`config.mk`:
```
export PLATFORM = sky130hd
export DESIGN_NAME = nibble_serial_adder
export DESIGN_NICKNAME = d
export VERILOG_FILES = /design/src/rtl/nibble_serial_adder.sv
export SDC_FILE = /design/constraint.sdc
export NUM_CORES = 1
export LEC_CHECK = 0
export BUFFER_PORTS_ARGS = -buffer_cell sky130_fd_sc_hd__buf_2
export CORE_UTILIZATION = 50
export CTS_CLUSTER_SIZE = 20
export DETAILED_ROUTE_END_ITERATION = 8
export PLACE_DENSITY = 0.74
export SLEW_MARGIN = 0
export SYNTH_ARGS = -nofsm -noshare
export SYNTH_HDL_FRONTEND = slang
export SYNTH_SLANG_ARGS = --single-unit
```
`constraint.sdc`:
```
create_clock -name Clk -period 2.61 [get_ports Clk]
set_input_delay 0.3915 -clock Clk [delete_from_list [all_inputs] [get_ports Clk]]
set_output_delay 0.3915 -clock Clk [all_outputs]
set_load 0.05 [all_outputs]
```
`src/rtl/nibble_serial_adder.sv`:
```
// nibble_serial_adder: multi-cycle WIDTH-bit adder that drives one external
// 4-bit ripple slice nibble by nibble, least-significant first, and keeps
// the running carry in a register between passes.
// Optional feature macro: ADDER_OVERFLOW_EN adds a registered signed-overflow
// output (ovf) that updates together with Sum.
module nibble_serial_adder #(
  parameter int unsigned WIDTH = 16
) (
  input  logic             Clk,
  input  logic             Reset_n,
  input  logic             Run,
  input  logic [WIDTH-1:0] A,
  input  logic [WIDTH-1:0] B,
  input  logic             c_in,
  output logic [3:0]       slice_A,
  output logic [3:0]       slice_B,
  output logic             slice_c_in,
  input  logic [3:0]       slice_S,
  input  logic             slice_c_out,
  output logic [WIDTH-1:0] Sum,
  output logic             c_out,
  output logic             busy,
  output logic             done
`ifdef ADDER_OVERFLOW_EN
  ,
  output logic             ovf
`endif
);

  localparam int unsigned NIB  = WIDTH / 4;
  localparam int unsigned IDXW = (NIB > 1) ? $clog2(NIB) : 1;
  localparam int unsigned BW   = $clog2(WIDTH);
  localparam logic [IDXW-1:0] LAST_IDX = IDXW'(NIB - 1);

  typedef enum logic [1:0] {
    S_IDLE = 2'd0,
    S_ADD  = 2'd1,
    S_DONE = 2'd2
  } state_e;

  state_e           state_q;
  logic [WIDTH-1:0] opa_q;
  logic [WIDTH-1:0] opb_q;
  logic [WIDTH-1:0] partial_q;
  logic [WIDTH-1:0] partial_d;
  logic [WIDTH-1:0] sum_q;
  logic [IDXW-1:0]  idx_q;
  logic [BW-1:0]    base_c;
  logic             carry_q;
  logic             c_out_q;
  logic             busy_q;
  logic             done_q;
`ifdef ADDER_OVERFLOW_EN
  logic             ovf_q;
`endif

  // Bit offset of the nibble currently being processed.
  assign base_c = BW'({idx_q, 2'b00});

  // Present the current operand nibbles and carry to the slice; quiet outside ADD.
  always_comb begin
    slice_A    = 4'h0;
    slice_B    = 4'h0;
    slice_c_in = 1'b0;
    if (state_q == S_ADD) begin
      slice_A    = opa_q[base_c +: 4];
      slice_B    = opb_q[base_c +: 4];
      slice_c_in = carry_q;
    end
  end

  // Partial sum with the slice result merged into the current nibble position.
  always_comb begin
    partial_d                = partial_q;
    partial_d[base_c +: 4]   = slice_S;
  end

  // Sequencer: latch operands on start, one slice pass per ADD cycle, pulse done.
  always_ff @(posedge Clk or negedge Reset_n) begin
    if (!Reset_n) begin
      state_q   <= S_IDLE;
      opa_q     <= '0;
      opb_q     <= '0;
      partial_q <= '0;
      sum_q     <= '0;
      idx_q     <= '0;
      carry_q   <= 1'b0;
      c_out_q   <= 1'b0;
      busy_q    <= 1'b0;
      done_q    <= 1'b0;
`ifdef ADDER_OVERFLOW_EN
      ovf_q     <= 1'b0;
`endif
    end else begin
      case (state_q)
        S_IDLE: begin
          done_q <= 1'b0;
          if (Run) begin
            opa_q     <= A;
            opb_q     <= B;
            carry_q   <= c_in;
            idx_q     <= '0;
            partial_q <= '0;
            busy_q    <= 1'b1;
            state_q   <= S_ADD;
          end
        end
        S_ADD: begin
          partial_q <= partial_d;
          carry_q   <= slice_c_out;
          idx_q     <= idx_q + IDXW'(1);
          if (idx_q == LAST_IDX) begin
            sum_q   <= partial_d;
            c_out_q <= slice_c_out;
`ifdef ADDER_OVERFLOW_EN
            ovf_q   <= (opa_q[WIDTH-1] == opb_q[WIDTH-1]) &&
                       (partial_d[WIDTH-1] != opa_q[WIDTH-1]);
`endif
            done_q  <= 1'b1;
            state_q <= S_DONE;
          end
        end
        S_DONE: begin
          done_q  <= 1'b0;
          busy_q  <= 1'b0;
          state_q <= S_IDLE;
        end
        default: begin
          done_q  <= 1'b0;
          busy_q  <= 1'b0;
          state_q <= S_IDLE;
        end
      endcase
    end
  end

  assign Sum   = sum_q;
  assign c_out = c_out_q;
  assign busy  = busy_q;
  assign done  = done_q;
`ifdef ADDER_OVERFLOW_EN
  assign ovf   = ovf_q;
`endif

endmodule

```
==> results.ini, run 1 <==
[timing]
finalMaxSlewViolations = 0
period_share = 0.9148
fmax_ghz = 0.4188
fin_setup_tns_ns = 0
finalSetupViolCount = 0
fin_skew_ns = 0.007833
min_period_ns = 2.388
rsz0062_at_grt = false
whs_ns = 0.09909
final_hold_viol_count = 0
worst_pin_slew_ns = 0.7265
slew_headroom = 0.5157

[clock_tree]
clock_tree.buffer_depth = 2
root_buffer = clkbuf_8
cts_tree = built
cts_max_level = 3
cts_buffers = 9
cts_setup_buffers = 0
cts_repair_resize_count = 0
clock_latency_ns = 0.35
ctsHoldBuffers = 0
clock_sinks = 72
path_clk_slew_ns = 0.08

[power_and_ir_drop]
p_seq_frac = 0.327
comb_power_share = 0.505
total_leakage_power_nw = 1.853
vdd_drop_max_uv = 794.4
switching_share = 0.4368
netSwitchingPower_mw = 2.533
intPower_mw = 3.267
powerDensity_nw_per_um2 = 1450
clock_power_share = 0.168

[grt]
grt_pass1_wl_mm = 11.22
grt_overflow = 0
grt.total_usage = 0.2049
grt_max_degree = 43
grt_pass1_vias = 2294
antenna_found_initial = 0

[worst_setup_path]
rr_endpoint = partial_q[5]$_DFFE_PN0P_
cpMaxStageDelayCell = dfrtp_1
worst-setup-path-type = flip-flop to primary output
cp-start-kind = flip-flop
r2r-start = idx_q[0]$_DFFE_PN0P_
critPathArrivalTime_ns = 2.00
worst-path-max-fanout = 8
cp_slowest_stage_delay_ns = 0.51
end_kind = primary output
r2r_slack_ns = 0.64
ff2ff_path_depth = 5
cp-endpoint = slice_B[3]
crit_required_ns = 2.22
cp-startpoint = idx_q[0]$_DFFE_PN0P_
cp_cell_sequence = buf_4 > mux4_2 > and2_1 > buf_2

[floorplanning]
die_w_um = 84.43
die-area_um2 = 7128
die_h_um = 84.43
row_count = 29
io_pins = 69
start_util = 0.5260
core_area_um2 = 6459

[layout]
area_growth_pct = 17.79
drive_gt1_frac = 0.4340
final_area_um2 = 4001
n_antenna_cell = 0
nets = 383
fin_cells = 418
nFillCells = 543

[placed_design]
gp_congestion = 0.8311
hpwl_mm = 4.624
post-place-cells = 402
place_area_um2 = 3781
portBuffers = 68

[logic_synthesis]
ys_async_sr_fraction = 1.000
syn_avg_cell_area_um2 = 12.58
synth_cells = 270
yosysSeqAreaShare = 0.5304
yosysMostFrequentCell = dfrtp_1
synth_ff_type = dfrtp_1
ys_types = 41
syn_area_um2 = 3397
synth_top_area_share = 0.5304
synth_area_leaders = dfrtp_1 (53%), mux2_2 (11%), mux4_2 (5.3%)
synth_top_area_cell = dfrtp_1
syn-num-nets = 317
ys_seq_elements = 72
ys_warn_count = 0
synth_edf_count = 0
synth_commonest_cells = dfrtp_1 (72), mux2_2 (32), nor2_1 (16)

[detailed_routing]
ant_nets = 0
viasPerCell = 5.507
via_count = 2302
drc_errors = 10
drtIter0Drc = 138
dr.pass1.iters = 6
wirelength_mm = 6.615
wl_per_cell_um = 15.83

[worst_hold_path]
hold_class = input port to async pin

[outcome]
outcome = finished with violations
violations = design-rule violations

[run]
maxCapViolCount = 0

==> placed cells by master (no fill, tap or decap), types with 5 or more instances in the layout <==
master,netlist,layout
dfrtp_1,72,72
buf_2,6,68
mux2_2,32,32
nor2_1,16,16
nand2_1,13,13
a21oi_1,12,12
inv_1,10,10
clkbuf_8,0,10
and2_1,9,9
mux4_2,8,8
a32o_2,8,8
buf_4,7,7
ha_1,6,6
a31oi_1,5,5
o21ai_0,5,5
nand2b_1,5,5
o22ai_1,5,5
==> critical path: cells and delay by family, from the launching register on <==
kind	cells	cell delay, ns
buffers and inverters	2	0.45
flip-flops	1	0.51
multiplexers	1	0.50
AND/OR/NAND/NOR	1	0.17
==> worst min-delay path by stage <==
stage / from / endpoint / slack, ns
2_1_floorplan: Reset_n / Sum[0]$_DFFE_PN0P_ / 0.1
3_3_place_gp: carry_q$_DFFE_PN0P_ / carry_q$_DFFE_PN0P_ / 0.46
3_5_place_dp: carry_q$_DFFE_PN0P_ / carry_q$_DFFE_PN0P_ / 0.46
4_1_cts: Reset_n / Sum[10]$_DFFE_PN0P_ / 0.11
5_1_grt: Reset_n / Sum[10]$_DFFE_PN0P_ / 0.15
6_report: Reset_n / Sum[10]$_DFFE_PN0P_ / 0.1
==> registers in the layout (all words and copies together), names as in the netlist <==
register	count
Sum	16
busy	1
c_out	1
carry_q	1
done	1
idx_q	2
opa_q	16
opb_q	16
partial_q	16
state_q	2
==> power groups by stage <==
stage | combinational (mW) | clock [mW] | sequential [mW]
after floorplan | 1.92 | 0 | 2.35
after detailed placement | 2.93 | 0 | 1.93
after CTS | 2.95 | 0.995 | 1.90
final | 2.93 | 0.973 | 1.90
after global placement | 2.89 | 0 | 1.91
after global routing | 3.13 | 1.05 | 1.97
==> cell type report <==
cell class | count | area [um2] | share of cell area
well taps | 77 | 96.34 | 0.02408
clock buffers | 10 | 137.6 | 0.03440
clock inverters | 6 | 82.58 | 0.02064
flip-flops and latches | 72 | 1802 | 0.4503
repair buffers | 76 | 412.9 | 0.1032
inverters | 11 | 41.29 | 0.01032
multi-input cells | 166 | 1429 | 0.3571
==> cell families (layout without fill, tap and decap cells) <==
kind of cell / count (synthesis) / in the layout / share of synthesized area
AND/OR/NAND/NOR: 66 / 66 / 0.1208
adder cells (fa/ha/maj): 6 / 6 / 0.02210
flip-flops: 72 / 72 / 0.5304
multiplexers: 41 / 41 / 0.1624
AO/OA/AOI/OAI: 53 / 53 / 0.1146
buffers and inverters: 32 / 103 / 0.04972
==> through the flow <==
| stage | setup WS (ns) | util | power [mW] |
|---|---|---|---|
| 2_1_floorplan | 0.6578 | - | 4.265 |
| 4_1_cts | 0.1835 | 0.6195 | 5.846 |
| 3_3_place_gp | 0.5918 | 0.5854 | 4.795 |
| 5_1_grt | 0.1191 | 0.6195 | 6.143 |
| 6_report | 0.2225 | 0.6195 | 5.801 |
| 3_5_place_dp | 0.5661 | 0.5854 | 4.860 |
==> per-layer routing <==
layer  wire, um  vias up  GRT usage
met5          0        -          0
met4        156        0     0.1048
met3        346       12    0.04621
met2       3070       69     0.3219
met1       3041     1118     0.2697
li1           -     1103          -
Note: power is estimated with default switching activity, not from simulation.
==> run 2: changes to the inputs <==
Settings changed: CORE_UTILIZATION 50 to 35, PLACE_DENSITY 0.74 to 0.55, SLEW_MARGIN 0 to unset.
==> results.ini, run 2 (synthesized netlist as in run 1, its figures left out) <==
[detailed_routing]
topRoutingLayerUsed = met4
drtIter0Drc = 98
ant_nets = 0
wl_met2_mm = 3.296
viasPerCell = 4.887
dr.pass1.iters = 4
wirelength_mm = 7.167
wl_met1_mm = 3.303
drc_errors = 0
wl_per_cell_um = 15.22
wl_met3_um = 489
via_count = 2302

[layout]
n_antenna_cell = 0
layout_commonest_cell = dfrtp_1
fin_cells = 471
nets = 384
final_cell_mix = dfrtp_1 (72), buf_2 (68), mux2_2 (32), nor2_1 (16), nand2_1 (13)
area_growth_pct = 21.69
drive_gt1_frac = 0.4357

[clock_tree]
cts_repair_resize_count = 0
clock_latency_ns = 0.35
root_buffer = clkbuf_8
clock_sinks = 72
ctsHoldBuffers = 0
cts_max_level = 3
clock_tree.buffer_depth = 2
path_clk_slew_ns = 0.08
cts_tree = built
cts_buffers = 9
cts_setup_buffers = 0

[worst_setup_path]
cp-startpoint = idx_q[0]$_DFFE_PN0P_
ff2ff_path_depth = 5
r2r-start = idx_q[1]$_DFFE_PN0P_
crit_required_ns = 2.22
worst-path-max-fanout = 9
worst-setup-path-type = flip-flop to primary output
end_kind = primary output
critPathArrivalTime_ns = 1.97
cp-start-kind = flip-flop
r2r_slack_ns = 0.60
rr_endpoint = partial_q[11]$_DFFE_PN0P_

[power_and_ir_drop]
vdd_drop_max_uv = 642.1
total_leakage_power_nw = 1.886
powerDensity_nw_per_um2 = 1460

[timing]
period_share = 0.9046
worst_pin_slew_ns = 0.7194
fmax_ghz = 0.4235
min_period_ns = 2.361
slew_headroom = 0.5204
final_hold_viol_count = 0
fin_setup_tns_ns = 0
rsz0062_at_grt = false
finalSetupViolCount = 0
finalMaxSlewViolations = 0
fin_skew_ns = 0.007145

[floorplanning]
row_count = 35
start_util = 0.3642
die_w_um = 100.5
core_area_um2 = 9328
die_h_um = 100.5
die-area_um2 = 10100
io_pins = 69

[worst_hold_path]
hold_class = input port to async pin

[grt]
antenna_found_initial = 0
grt_pass1_vias = 2426
grt_overflow = 0
grt_pass1_wl_mm = 12.00
grt.total_usage = 0.1562
grt_max_degree = 44

[placed_design]
gp_congestion = 0.7740
post-place-cells = 455
hpwl_mm = 5.053
portBuffers = 68

[run]
maxCapViolCount = 0

[outcome]
outcome = completed

==> run 2: changes by cell type in the layout (fill, tap and decap cells not counted), sizes merged <==
cell      change
clkinvlp      -1
clkinv        -1
bufinv        +2
buf           +1
==> run 2: how the worst max path moves through the flow <==
stage                     cells after the start  slack, ns                   endpoint
after floorplan                               6       0.66  partial_q[10]$_DFFE_PN0P_
after global placement                        5       0.60   partial_q[5]$_DFFE_PN0P_
after detailed placement                      4       0.60                 slice_B[0]
after CTS                                     4       0.20                 slice_B[0]
after global routing                          4       0.12                 slice_B[0]
final                                         4       0.25                 slice_B[0]
==> run 2: layout make-up <==
type,instances,area (um2)
Clock buffer,10,137.6
Clock inverter,6,130.1
Fill cell,892,5194
Inverter,11,41.29
Multi-Input combinational cell,166,1429
Sequential cell,72,1802
Tap cell,129,161.4
Timing Repair Buffer,77,432.9
==> run 2: routing by layer <==
layer  track usage  vias to the layer above
li1              -                     1104
met5             0                        -
met1        0.1954                     1123
met3       0.05617                        9
met4       0.04682                        0
met2        0.2540                       66
==> run 2: power by group <==
part	internal, mW	switching (mW)
combinational	1.12	1.85
clock	0.755	0.419
sequential	1.61	0.291
==> run 2: stage by stage <==
step	hold slack [ns]	instance area, um2	setup slack, ns	power [mW]	util
after floorplan	0.09591	3397	0.6578	4.265	-
after global placement	0.4626	3866	0.6029	4.879	0.4145
final	0.09978	4134	0.2489	6.037	0.4432
after CTS	0.1124	4134	0.2042	6.111	0.4432
after detailed placement	0.4685	3866	0.5980	4.919	0.4145
after global routing	0.1522	4134	0.1240	6.412	0.4432
==> run 2: worst max-delay path: stages (launching register included) <==
cell     delay, ns
dfrtp_1       0.47
buf_4         0.26
mux4_2        0.52
and2_1        0.16
buf_2         0.20
